===== config.mk =====
export PLATFORM = sky130hd
export DESIGN_NAME = register_rename
export DESIGN_NICKNAME = d
export VERILOG_FILES = /design/src/rtl/rename_pkg.sv /design/src/rtl/free_list_fifo.sv /design/src/rtl/register_rename.sv
export SDC_FILE = /design/constraint.sdc
export NUM_CORES = 2
export LEC_CHECK = 0
export ABC_CLOCK_PERIOD_IN_PS = 10800
export CAP_MARGIN = 30
export CORE_MARGIN = 2
export CORE_UTILIZATION = 28
export DETAILED_ROUTE_END_ITERATION = 16
export PLACE_DENSITY_LB_ADDON = 0.1
export SLEW_MARGIN = 20
export SYNTH_ARGS = -nofsm -noshare
export SYNTH_HDL_FRONTEND = slang
export SYNTH_SLANG_ARGS = --single-unit
export TNS_END_PERCENT = 10

===== constraint.sdc =====
create_clock -name clk -period 10.8 [get_ports clk]
set_input_delay 1.08 -clock clk [delete_from_list [all_inputs] [get_ports clk]]
set_output_delay 1.08 -clock clk [all_outputs]
set_load 0.1 [all_outputs]

===== src/rtl/rename_pkg.sv =====
// Shared sizes and index types for the register rename stage.
package rename_pkg;

  localparam int AR_NUM    = 32;
  localparam int AR_IDX    = 5;
  localparam int PR_SIZE   = 7;
  localparam int PR_ARRAY  = 128;
  // Physical registers below this index back x0..x31 at reset; the rest start free.
  localparam int FREE_BASE = 32;
  localparam int FREE_INIT = PR_ARRAY - FREE_BASE;

  typedef logic [PR_SIZE-1:0] preg_t;
  typedef logic [AR_IDX-1:0]  areg_t;
  typedef logic [PR_SIZE:0]   pcnt_t;

endpackage


===== src/rtl/free_list_fifo.sv =====
// Circular free list of physical registers, preloaded with p32..p127 at reset.
module free_list_fifo
  import rename_pkg::*;
(
  input  logic  clk,
  input  logic  rstn,
  input  logic  push,
  input  preg_t push_data,
  input  logic  pop,
  output preg_t head_data,
  output pcnt_t count
);

  preg_t mem [PR_ARRAY];
  preg_t head;
  preg_t tail;
  logic  push_ok;
  logic  pop_ok;

  // A full list drops pushes; an empty list ignores pops (the caller never issues one).
  assign push_ok   = push && (count != pcnt_t'(PR_ARRAY));
  assign pop_ok    = pop && (count != '0);
  assign head_data = mem[head];

  // Storage: reset preload of ascending free registers, tail write on push.
  always_ff @(posedge clk or negedge rstn) begin
    if (!rstn) begin
      for (int i = 0; i < PR_ARRAY; i++)
        mem[i] <= (i < FREE_INIT) ? preg_t'(i + FREE_BASE) : '0;
    end else if (push_ok) begin
      mem[tail] <= push_data;
    end
  end

  // Pointers wrap naturally at 7 bits; occupancy is tracked separately.
  always_ff @(posedge clk or negedge rstn) begin
    if (!rstn) begin
      head  <= '0;
      tail  <= preg_t'(FREE_INIT);
      count <= pcnt_t'(FREE_INIT);
    end else begin
      if (pop_ok)  head <= head + preg_t'(1);
      if (push_ok) tail <= tail + preg_t'(1);
      case ({push_ok, pop_ok})
        2'b10:   count <= count + pcnt_t'(1);
        2'b01:   count <= count - pcnt_t'(1);
        default: count <= count;
      endcase
    end
  end

endmodule


===== src/rtl/register_rename.sv =====
// Single-issue rename stage: RAT lookup/update, free-list allocation and
// per-physical-register ready tracking for the issue queue.
module register_rename
  import rename_pkg::*;
(
  input  logic                clk,
  input  logic                rstn,
  input  logic                in_valid,
  output logic                in_ready,
  input  logic [AR_IDX-1:0]   rs1_arch,
  input  logic [AR_IDX-1:0]   rs2_arch,
  input  logic [AR_IDX-1:0]   rd_arch,
  input  logic                rd_wen,
  input  logic                stall_in,
  output logic                out_valid,
  output logic [PR_SIZE-1:0]  rs1_phys,
  output logic [PR_SIZE-1:0]  rs2_phys,
  output logic [PR_SIZE-1:0]  rd_phys,
  output logic [PR_SIZE-1:0]  old_rd_phys,
  output logic                rd_wen_out,
  input  logic                wb_valid,
  input  logic [PR_SIZE-1:0]  wb_phys,
  input  logic                commit_valid,
  input  logic [PR_SIZE-1:0]  commit_old_phys,
  output logic [PR_ARRAY-1:0] preg_ready,
  output logic [PR_SIZE:0]    free_count
);

  preg_t rat [AR_NUM];
  preg_t fl_head;
  logic  alloc_p0;
  logic  fire_p0;
  logic  commit_push;

  // ---- stage p0: acceptance and allocation decision ----
  // x0 is never renamed, so a write to it consumes no free register.
  assign alloc_p0    = rd_wen && (rd_arch != '0);
  // Uses the registered count only: a same-cycle commit cannot feed an empty list.
  assign in_ready    = !stall_in && (!alloc_p0 || (free_count != '0));
  assign fire_p0     = in_valid && in_ready;
  assign commit_push = commit_valid && (commit_old_phys != '0);

  free_list_fifo u_free_list (
    .clk       (clk),
    .rstn      (rstn),
    .push      (commit_push),
    .push_data (commit_old_phys),
    .pop       (fire_p0 && alloc_p0),
    .head_data (fl_head),
    .count     (free_count)
  );

  // RAT: identity map at reset, new destination installed on allocation.
  always_ff @(posedge clk or negedge rstn) begin
    if (!rstn) begin
      for (int i = 0; i < AR_NUM; i++)
        rat[i] <= preg_t'(i);
    end else if (fire_p0 && alloc_p0) begin
      rat[rd_arch] <= fl_head;
    end
  end

  // Ready vector: architectural backing registers start ready, allocation clears, writeback sets.
  always_ff @(posedge clk or negedge rstn) begin
    if (!rstn) begin
      preg_ready <= {{(PR_ARRAY-FREE_BASE){1'b0}}, {FREE_BASE{1'b1}}};
    end else begin
      if (fire_p0 && alloc_p0)
        preg_ready[fl_head] <= 1'b0;
      if (wb_valid && (wb_phys != '0))
        preg_ready[wb_phys] <= 1'b1;
    end
  end

  // ---- stage p1: registered renamed instruction ----
  // Sources read the RAT before this instruction's own update.
  always_ff @(posedge clk or negedge rstn) begin
    if (!rstn) begin
      out_valid   <= 1'b0;
      rs1_phys    <= '0;
      rs2_phys    <= '0;
      rd_phys     <= '0;
      old_rd_phys <= '0;
      rd_wen_out  <= 1'b0;
    end else begin
      out_valid <= fire_p0;
      if (fire_p0) begin
        rs1_phys    <= rat[rs1_arch];
        rs2_phys    <= rat[rs2_arch];
        rd_phys     <= alloc_p0 ? fl_head : '0;
        old_rd_phys <= alloc_p0 ? rat[rd_arch] : '0;
        rd_wen_out  <= alloc_p0;
      end
    end
  end

endmodule


==> metrics.cfg <==
[clocking]
cts_htree_levels = 4
clock_latency_ns = 0.82
clock-root-buffer = clkbuf_16
cts_tree = done
cts.sinks = 1300
cts.clk_slew.worst_paths_ns = 0.06
cts_setup_buffers = 0
cts_buffer_depth = 3
cts_resized = 0
cts_hold_buf = 0
numCtsBuffers = 162

[synthesis]
synthDominantCellAreaShare_pct = 32.6
yosysTopAreaCell = dfrtp_1
synthArstFlopShare_pct = 100
netlist_area_um2 = 62600
synth_edf_count = 0
synthCells = 4224
syn-num-nets = 4265
synthFlopType = dfrtp_1
synth-seq-cells = 1300
syn_area_per_cell_um2 = 14.8
synth_warnings = 0
synth.area.top_cells = dfrtp_1 (33%), mux2_2 (20%), dfstp_2 (20%)
ys_types = 71
ys_seq_area_share_pct = 53.0

[timing]
whs_ns = 0.206
finalHoldViolations = 0
timing.fmax_mhz = 176
fin_tns_setup_ns = 0
finalCriticalPeriod_ns = 5.69
fin_ws_ns = 5.11
relSlewSlack_pct = 28.4
drv_slew = 0
tightest_slew_ns = 1.07
rsz0062_at_grt = false
skew_ns = 0.0342
setup_viol_count_final = 0
post-route-period-util_pct = 52.6

[global_routing]
grt.total_usage_pct = 18.1
grt_pass1_vias = 40300
gr-total-overflow = 0
antenna_found_initial = 2
grt_pass1_wl_um = 305000
grt_start_max_net_pins = 166

[worst_hold_path]
worstHoldPathType = in -> async

[critical_path]
startpoint = u_free_list.head[0]
cp-endpoint = preg_ready[83]
cp_num_cells = 10
cp-end-kind = flop
reg2reg_depth = 10
slowest_stage = nand4b_1
worst-endpoint-required_ns = 11.46
max_stage_delay_ns = 0.93
crit_buf_inv = 3
r2r_setup_slack_ns = 5.11
worstPathMaxFanout = 82
worst_path_most_repeated_cell = o21ai_0
crit_chain = buf_4, buf_12, mux4_2, mux2_2, o21ai_0, a32oi_4, buf_4, nand4b_1, o21ai_0, o21ai_0
start_kind = flop
reg2reg_to = preg_ready[83]
crit_type = reg -> reg
r2r_start = u_free_list.head[0]
critical_path_arrival_ns = 6.34
crit_family = compound AO/OA/AOI/OAI gates

[floorplanning]
die_area_um2 = 227000
start_util_pct = 28.2
dieHeight_um = 477
rows = 173
fp.dieW_um = 477
top_level_ports = 203
coreArea_um2 = 222000

[layout]
fillers = 21800
final_common_cell = mux2_2
postLayoutCoreUtil_pct = 33.2
syn2layout_area_growth_pct = 17.7
drive_gt1_share_pct = 53.4
final_cell_mix = mux2_2 (1,135), dfrtp_1 (812), dfstp_2 (484), mux4_2 (391), o21ai_0 (252)
nets = 4407
final_area_um2 = 73600

[placement]
place_hpwl_um = 133000
gp_congestion = 0.791
dpl-instance-area_um2 = 68300
numPortBuffers = 202
pre_cts_ws_ns = 4.58

[drt]
drtIter0Drc = 2195
wl_met3_um = 6270
routed.top_layer = met4
wl_met2_um = 98700
drt-pass1-iter-count = 7
route.detailed.drc = 0
ant_nets = 0
via_per_inst = 5.10
num_vias = 38200
routed_wl_um = 207000
wl_met1_um = 97700
wl_per_cell_um = 27.7

[status]
status = complete, no violations

[power]
power_leakage_nw = 30.7
powerDensity_nw_per_um2 = 212
peakVddDrop_mv = 0.164

[flow_run]
maxCapViolCount = 0

## final cells by class
class,instances,area (um2),share of cell area [%]
Multi-Input combinational cell,2581,28100,38.1
Antenna cell,3,7.51,0.0102
Sequential cell,1300,33100,45.0
Clock inverter,35,397,0.539
Clock buffer,268,4870,6.61
Tap cell,2975,3720,5.05
Timing Repair Buffer,314,3390,4.60
Inverter,7,26.3,0.0357
## where the power goes
group          internal (mW)  total, mW  switching, mW
clock network           3.19       5.41           2.22
registers               5.72       6.16          0.443
logic                   1.54       4.04           2.50
## per-stage QoR
step                std cells  power (mW)
floorplan                4224        8.84
global placement         7139        10.3
detailed placement       7169        10.4
CTS                      7472        15.9
global route             7481        16.3
finish                   7483        15.6
## logic make-up after synthesis
logic type / synth area share (%)
muxes: 36.4
and+or+nand+nor: 3.50
AOI/OAI and AO/OA: 4.36
adders and majority gates: 0.100
DFF: 53.0
xor gates and xnor gates: 0.322
buffers and inverters: 2.33
## routing by layer
metal | up-vias | global-route usage (%)
met1 | 21000 | 25.8
met2 | 679 | 29.2
met5 | - | 0
met3 | 234 | 2.23
li1 | 16300 | -
met4 | 0 | 4.58
## how the worst min path moves through the flow
| stage | from | endpoint | slack, ns | cells after the start |
|---|---|---|---|---|
| 2_1_floorplan | rat[217] | rat[217] | 0.46 | 1 |
| 3_3_place_gp | rat[221] | rat[221] | 0.40 | 0 |
| 3_5_place_dp | rat[217] | rat[217] | 0.40 | 0 |
| 4_1_cts | rstn | u_free_list.mem[720] | 0.19 | 1 |
| 5_1_grt | rstn | u_free_list.mem[727] | 0.21 | 1 |
| 6_report | rstn | u_free_list.mem[720] | 0.21 | 1 |
## registers in the layout, summed over array words and instances (netlist names)
| name | cells |
|---|---|
| rd_wen_out | 1 |
| out_valid | 1 |
| rd_phys | 7 |
| rs2_phys | 7 |
| u_free_list.count | 8 |
| rat | 224 |
| u_free_list.head | 7 |
| rs1_phys | 7 |
| u_free_list.tail | 7 |
| preg_ready | 128 |
| old_rd_phys | 7 |
| u_free_list.mem | 896 |
## cell usage after synthesis, types with 7 or more instances
library cell / n
nand2_1: 131
nand4_1: 12
nand4b_1: 7
a221oi_1: 10
buf_4: 16
o21ai_0: 252
buf_6: 8
and3_1: 11
mux4_2: 391
a211o_1: 7
a22o_1: 16
o221ai_1: 7
clkbuf_1: 244
a211oi_1: 12
mux2i_1: 119
or4b_1: 7
a22oi_1: 33
nand2b_1: 12
nor2b_1: 27
nor3_1: 12
buf_1: 30
buf_2: 38
o22ai_1: 15
dfrtp_1: 816
a21oi_1: 20
xor2_1: 9
xnor2_1: 14
dfstp_2: 484
mux2_2: 1135
nand3_1: 36
nor2_1: 149
a31oi_1: 12
o21ai_1: 37
and2_1: 7
No activity file was read; power rests on OpenSTA's default activity.
